<file path="src/rtl/ras.sv">
// Return address stack for the fetch predictor: circular 8-entry stack of PC[31:1]
// return targets with checkpointable pointer/occupancy for mispredict recovery.
module ras #(
    parameter int RAS_ENTRIES      = 8,
    parameter int RAS_INDEX_WIDTH  = $clog2(RAS_ENTRIES),
    parameter int RAS_TARGET_WIDTH = 31
) (
    input  logic                        CLK,
    input  logic                        nRST,
    input  logic                        push_valid,
    input  logic [RAS_TARGET_WIDTH-1:0] push_target,
    input  logic                        pop_valid,
    input  logic                        restore_valid,
    input  logic [RAS_INDEX_WIDTH-1:0]  restore_index,
    input  logic [RAS_INDEX_WIDTH:0]    restore_count,
    output logic                        ret_valid,
    output logic [RAS_TARGET_WIDTH-1:0] ret_target,
    output logic [RAS_INDEX_WIDTH-1:0]  ras_index,
    output logic [RAS_INDEX_WIDTH:0]    ras_count
);

    localparam logic [RAS_INDEX_WIDTH:0]   FULL_COUNT = (RAS_INDEX_WIDTH + 1)'(RAS_ENTRIES);
    localparam logic [RAS_INDEX_WIDTH-1:0] INDEX_ONE  = RAS_INDEX_WIDTH'(1);
    localparam logic [RAS_INDEX_WIDTH:0]   COUNT_ONE  = (RAS_INDEX_WIDTH + 1)'(1);

    logic [RAS_INDEX_WIDTH-1:0]  ptr;
    logic [RAS_INDEX_WIDTH-1:0]  top_index;
    logic [RAS_INDEX_WIDTH:0]    count;
    logic [RAS_TARGET_WIDTH-1:0] stack [RAS_ENTRIES];
    logic                        empty;
    logic                        push_only;
    logic                        swap;
    logic                        pop_only;

    assign top_index = ptr - INDEX_ONE;
    assign empty     = (count == '0);

    // A push+pop on an empty stack has nothing to replace, so it degrades to a plain push.
    assign push_only = push_valid && (!pop_valid || empty);
    assign swap      = push_valid && pop_valid && !empty;
    assign pop_only  = pop_valid && !push_valid && !empty;

    always_ff @(posedge CLK or negedge nRST) begin
        if (!nRST) begin
            ptr   <= '0;
            count <= '0;
            for (int i = 0; i < RAS_ENTRIES; i++) begin
                stack[i] <= '0;
            end
        end else if (restore_valid) begin
            ptr   <= restore_index;
            count <= restore_count;
        end else if (push_only) begin
            stack[ptr] <= push_target;
            ptr        <= ptr + INDEX_ONE;
            if (count != FULL_COUNT) begin
                count <= count + COUNT_ONE;
            end
        end else if (swap) begin
            stack[top_index] <= push_target;
        end else if (pop_only) begin
            ptr   <= top_index;
            count <= count - COUNT_ONE;
        end
    end

    assign ret_valid  = !empty;
    assign ret_target = stack[top_index];
    assign ras_index  = ptr;
    assign ras_count  = count;

    // A checkpoint can never hold more entries than the stack has slots.
    restore_count_legal: assert property (@(posedge CLK) disable iff (!nRST)
        restore_valid |-> (restore_count <= FULL_COUNT));

endmodule

</file>
<file path="config.mk">
export PLATFORM = sky130hd
export DESIGN_NAME = ras
export DESIGN_NICKNAME = d
export VERILOG_FILES = /design/src/rtl/ras.sv
export SDC_FILE = /design/constraint.sdc
export NUM_CORES = 1
export LEC_CHECK = 0
export CORE_ASPECT_RATIO = 1.4
export CORE_MARGIN = 2
export CORE_UTILIZATION = 30
export DETAILED_ROUTE_END_ITERATION = 10
export GPL_ROUTABILITY_DRIVEN = 0
export SLEW_MARGIN = 30
export SYNTH_ARGS = -nofsm -noshare
export SYNTH_HDL_FRONTEND = slang
export SYNTH_SLANG_ARGS = --single-unit
</file>
<file path="constraint.sdc">
create_clock -name CLK -period 6.14 [get_ports CLK]
set_input_delay 0.614 -clock CLK [delete_from_list [all_inputs] [get_ports CLK]]
set_output_delay 0.614 -clock CLK [all_outputs]
set_load 0.03 [all_outputs]
</file>
== Word-level counts from Yosys, hierarchy flattened ==
Cells that the tools add are included.
W data, S select, Z words.
Word-level totals
  register bits after elaboration: 255
  bits of input ports: 43
  output and inout bits: 39
  word-level logic and storage cells: 61
Cells by class
  equal/unequal tests: 3
  mux-type cells: 20
  reductions and logical operators: 17
  bitwise gates (word level): 3
  order comparisons: 4
  $add $sub $neg: 4
Operators by type and width (count)
  $bwmux W248: 2
  $mux W248: 2
  $demux W31 S3: 2
  $mux W31: 4
  $bmux W31 S3: 1
  $mux W4: 5
  $mux W3: 4
  $ge A4 B4 Y1 const B: 2
  $lt A4 B1 Y1 const B: 2
  $not A3 Y4: 2
  $logic_and A1 B1 Y1: 7
  $add A4 B1 Y4 const B: 1
  $logic_not A4 Y1: 1
  $ne A4 B4 Y1 const B: 1
  $reduce_and A2 Y1: 2
  $sub A4 B1 Y4 const B: 1
  $add A3 B1 Y3 const B: 1
  $logic_not A1 Y1: 3
  $ne A3 B2 Y1 const B: 1
  $ne A3 B3 Y1 const B: 1
  $reduce_and A3 Y1: 1
  $reduce_bool A3 Y1: 1
  $sub A3 B1 Y3 const B: 1
  $reduce_bool A2 Y1: 1
  2 further kinds: 2

== Depth between registers and ports, before layout ==
  word-level depth: 9
  mapped depth: 11
  depth with buffers taken out: 9

== Worst setup path after synthesis ==
Ideal clock, no wire load.
  path kind: reg2out
  from: register ptr[0], in the netlist ras_index[0]
  to: output ret_target[10]
  stages on the path, launching flop included: 11
  data required time: 5526 ps
  setup slack: 2214 ps
  data arrival time: 3312 ps
  buffers on the path: 6
  path through: dfrtp_1 -> clkinv_1 -> clkbuf_1 -> buf_1 -> ha_1 -> buf_2 -> buf_2 -> buf_2 -> clkbuf_1 -> a31oi_1 -> o21ai_0
Between the ends
  longest elaborated chain between the ends: 5
RTL lines
  start, declared: line 26  | logic [RAS_INDEX_WIDTH-1:0] ptr;
  start signal, assigned: line 51  | ptr <= restore_index;
  start signal, assigned: line 55  | ptr <= ptr + INDEX_ONE;
  start signal, assigned: line 62  | ptr <= top_index;
  $sub A3 B1 Y3: line 35  | assign top_index = ptr - INDEX_ONE;
  $not A3 Y4 (implied by the code): line 68  | assign ret_target = stack[top_index];
  $bmux W31 S3: line 68
  $mux W31 (implied by the code) (2 in series): line 68
  end, declared: line 17  | output logic [RAS_TARGET_WIDTH-1:0] ret_target,
No other way between the ends. The select of a mux whose other input is x is not followed.

== Worst setup path after layout ==
  from: register ptr[0], in the netlist ras_index[0]
  to: output ret_target[6]
The elaborated chain is that of the path after synthesis.

==> results by group <==
Run status
  – Outcome: completed

Finish
  – Fin cells: 1473
  – Diodes inserted: 0
  – Area delta synth->final: 18.82%
  – Layout Nets: 968
  – Ratio of cells with drive above 1 in the final layout: 37.17%

GRT
  – Congestion Overflow GR: 0
  – Initial antenna violation count: 2
  – First-pass GRT wire length: 44.83 mm
  – Largest net degree at the start of global routing: 117
  – All-Layer GR Usage: 13.45%
  – Vias in the first global route: 7623

Detailed routing
  – DR WL met3: 997 um
  – Vias per cell: 4.891
  – Router iterations before antenna repair: 7
  – Routed Antenna Nets: 0
  – M1 wire length: 12.40 mm
  – WL/cell: 18.96 um
  – Total wire length: 27.92 mm
  – Via count: 7204
  – First DRT Iteration DRCs: 315
  – DR top layer: met5
  – Met2 wire length: 13.95 mm
  – DRC: 0

Synthesis
  – Xor/xnor share of the synthesized area: 0.4957%
  – YS warnings: 0
  – Largest family of logic cells by synthesized area: multiplexers
  – Synth Area in Adders: 0.4131%
  – Synth Register Bits: 255
  – Post-synthesis cell type count: 51
  – Top-area cell type share of the netlist area: 52.67%
  – Synth area leaders: dfrtp_1 53%, mux2_2 19%, mux4_2 8.2%, nand2_1 2.9%, mux2_4 2.5%
  – Mux cell area share after synthesis: 33.76%
  – Async set-reset flop share out of synthesis: 100.0%
  – Post-synthesis instance total: 852
  – Synth Area in Simple Gates: 5.226%
  – Ys flop type: dfrtp_1
  – EDFF count, synth: 0
  – Syn_area_per_cell: 14.22 sq um
  – Synth Area in Compound Gates: 4.172%
  – Area leader, netlist: dfrtp_1
  – Sequential share of the synthesized area: 52.67%
  – Mapped Area: 0.01212 sq mm
  – Syn_nets: 899

Timing
  – Final setup violation count: 0
  – Final Hold Fails: 0
  – Pins Over Slew Limit: 0
  – RSZ-0062 raised after global routing: no
  – Max Clk Rate: 0.2104 GHz
  – Setup TNS: 0 ps
  – Fin crit period: 4754 ps
  – Fin crit share: 77.42%
  – Clock Skews: 9.950 ps
  – Slew margin rel.: 37.61%
  – Worst-Margin Slew: 931.2 ps

Clocking
  – CTS resizes: 0
  – Clock-pin slew on the worst setup and hold paths: 70 ps
  – Latest clock arrival within the worst-skew pair: 540 ps
  – CTS buffer count: 25
  – Postcts setup bufs: 0
  – H-Tree Level Count: 1
  – Post-CTS Hold Fix Bufs: 1
  – CTS Sinks: 255
  – Clock tree buffer depth: 3
  – Root Driver: clkbuf_16
  – CTS tree: built

Hold path
  – Hold Crit Class: flip-flop to flip-flop
  – Min-delay src: stack[15]

Floorplan
  – Core ar.: 0.04006 sq mm
  – Die extent in y: 241.8 um
  – Die Wd: 173.8 um
  – Num ports: 82
  – Initial core utilization: 30.24%
  – Row cnt: 87
  – Die ar.: 0.04203 sq mm

Place
  – IO Port Bufs: 81
  – Final HPWL DP: 16.76 mm
  – Dpl cells: 1427

Worst setup path
  – Worst path arrival time: 4140 ps
  – Critical setup path kind: flip-flop to output pin
  – Req. time, crit path: 5530 ps
  – R2R setup slack: 2040 ps
  – Worst Setup End Kind: output pin
  – Critical path launch point type: flip-flop
  – Worst Path Max Fanout: 27
  – Worst Setup SP: ras_index[0]
  – RR Startpoint: ras_index[1]

Flow run
  – Max-cap violations: 0

Power and ir drop
  – P_leak: 6.206 nW
  – Cell Pwr Density: 522.6 mW/mm^2
  – Max IR drop VDD: 0.2007 mV
[path summary, 6_finish.rpt]
path / end / cells after the start
worst min register to register: stack[15] / 1
worst min-delay path: stack[15] / 1
min in group asynchronous: stack[58] / 2
worst max-delay path: ret_target[6] / 9
max in group asynchronous: stack[38] / 3
worst max register to register: stack[32] / 8
[area by class of cell]
type                            count  area [sq um]
Tap cell                          534         668.1
Inverter                            4         15.01
Timing Repair Buffer              100          1013
Sequential cell                   255          6382
Multi-Input combinational cell    535          5441
Fill cell                        3946         25660
Clock buffer                       34         709.4
Clock inverter                     11         165.2
[registers in the layout, summed over array words and instances, names as in the netlist]
signal and cells:
stack 248, ras_count 4, ras_index 3
[synth_stat cells, types with 3 or more instances]
| master | instances |
|---|---|
| a31oi_1 | 4 |
| a221o_1 | 7 |
| o21ai_0 | 17 |
| mux2i_1 | 22 |
| clkbuf_1 | 12 |
| buf_1 | 5 |
| buf_4 | 17 |
| buf_6 | 11 |
| nand3b_1 | 6 |
| a21oi_1 | 19 |
| mux2_1 | 26 |
| nand3_1 | 9 |
| nor2_1 | 13 |
| ha_1 | 4 |
| mux2_2 | 203 |
| mux4_2 | 44 |
| xnor2_1 | 5 |
| nand4_1 | 3 |
| mux2_4 | 20 |
| nor3_1 | 7 |
| buf_2 | 13 |
| nand2_1 | 92 |
| dfrtp_1 | 255 |
| o21ai_2 | 3 |
[routing by layer]
metal  vias up  global-route usage, %
met1      3824                  17.53
met2        94                  23.21
met5         -                      0
met3        37                  1.903
met4         4                  3.930
li1       3245                      -
[layout by cell type, fill, tap and decap left out, drive strengths merged, types with 3 or more instances in the layout]
| master | count |
|---|---|
| bufinv | 4 |
| xnor2 | 5 |
| mux2i | 22 |
| dfrtp | 255 |
| a21oi | 19 |
| nor3 | 8 |
| nand4 | 3 |
| ha | 4 |
| a221o | 7 |
| clkdlybuf4s50 | 80 |
| a31oi | 4 |
| mux4 | 44 |
| mux2 | 249 |
| clkinv | 7 |
| buf | 19 |
| clkbuf | 34 |
| nand3 | 9 |
| nand2 | 92 |
| o21ai | 21 |
| nand3b | 6 |
| inv | 3 |
| nor2 | 15 |
[kinds of logic (layout without fill, tap and decap cells)]
| kind of cell | Yosys count | count (layout) |
|---|---|---|
| flip-flops | 255 | 255 |
| XOR/XNOR | 6 | 6 |
| adder cells (fa/ha/maj) | 4 | 4 |
| AND/OR/NAND/NOR | 142 | 142 |
| multiplexers | 315 | 315 |
| buffers and inverters | 62 | 149 |
| AO/OA/AOI/OAI | 68 | 68 |
[power by group]
group | switching [W] | total, W | internal [W]
Clock | 0.000655 | 0.00163 | 0.000979
Sequential | 0.000420 | 0.00292 | 0.00250
Combinational | 0.00137 | 0.00297 | 0.00160
[critical path, cell delays in order, from the launching register on]
cell and delay, ps:
dfrtp_2 400, clkinv_1 40, buf_4 390, ha_4 270, xor2_4 610, buf_4 500
mux2i_1 130, mux4_2 460, o21ai_1 90, clkdlybuf4s50_1 690
[through the flow]
stage          setup WS, ps  area, sq um  hold slack (ps)  util [%]  power, W
6_report               1386        14400            489.8     35.94  0.007522
2_1_floorplan          2214        12120            318.4         -  0.005012
5_1_grt                1154        14400            506.5     35.94  0.007980
3_3_place_gp           1941        13450            468.4     33.58  0.005868
3_5_place_dp           1881        13510            475.5     33.73  0.005964
4_1_cts                1302        14400            490.8     35.94  0.007625
Power figures use the tool's default switching activity.
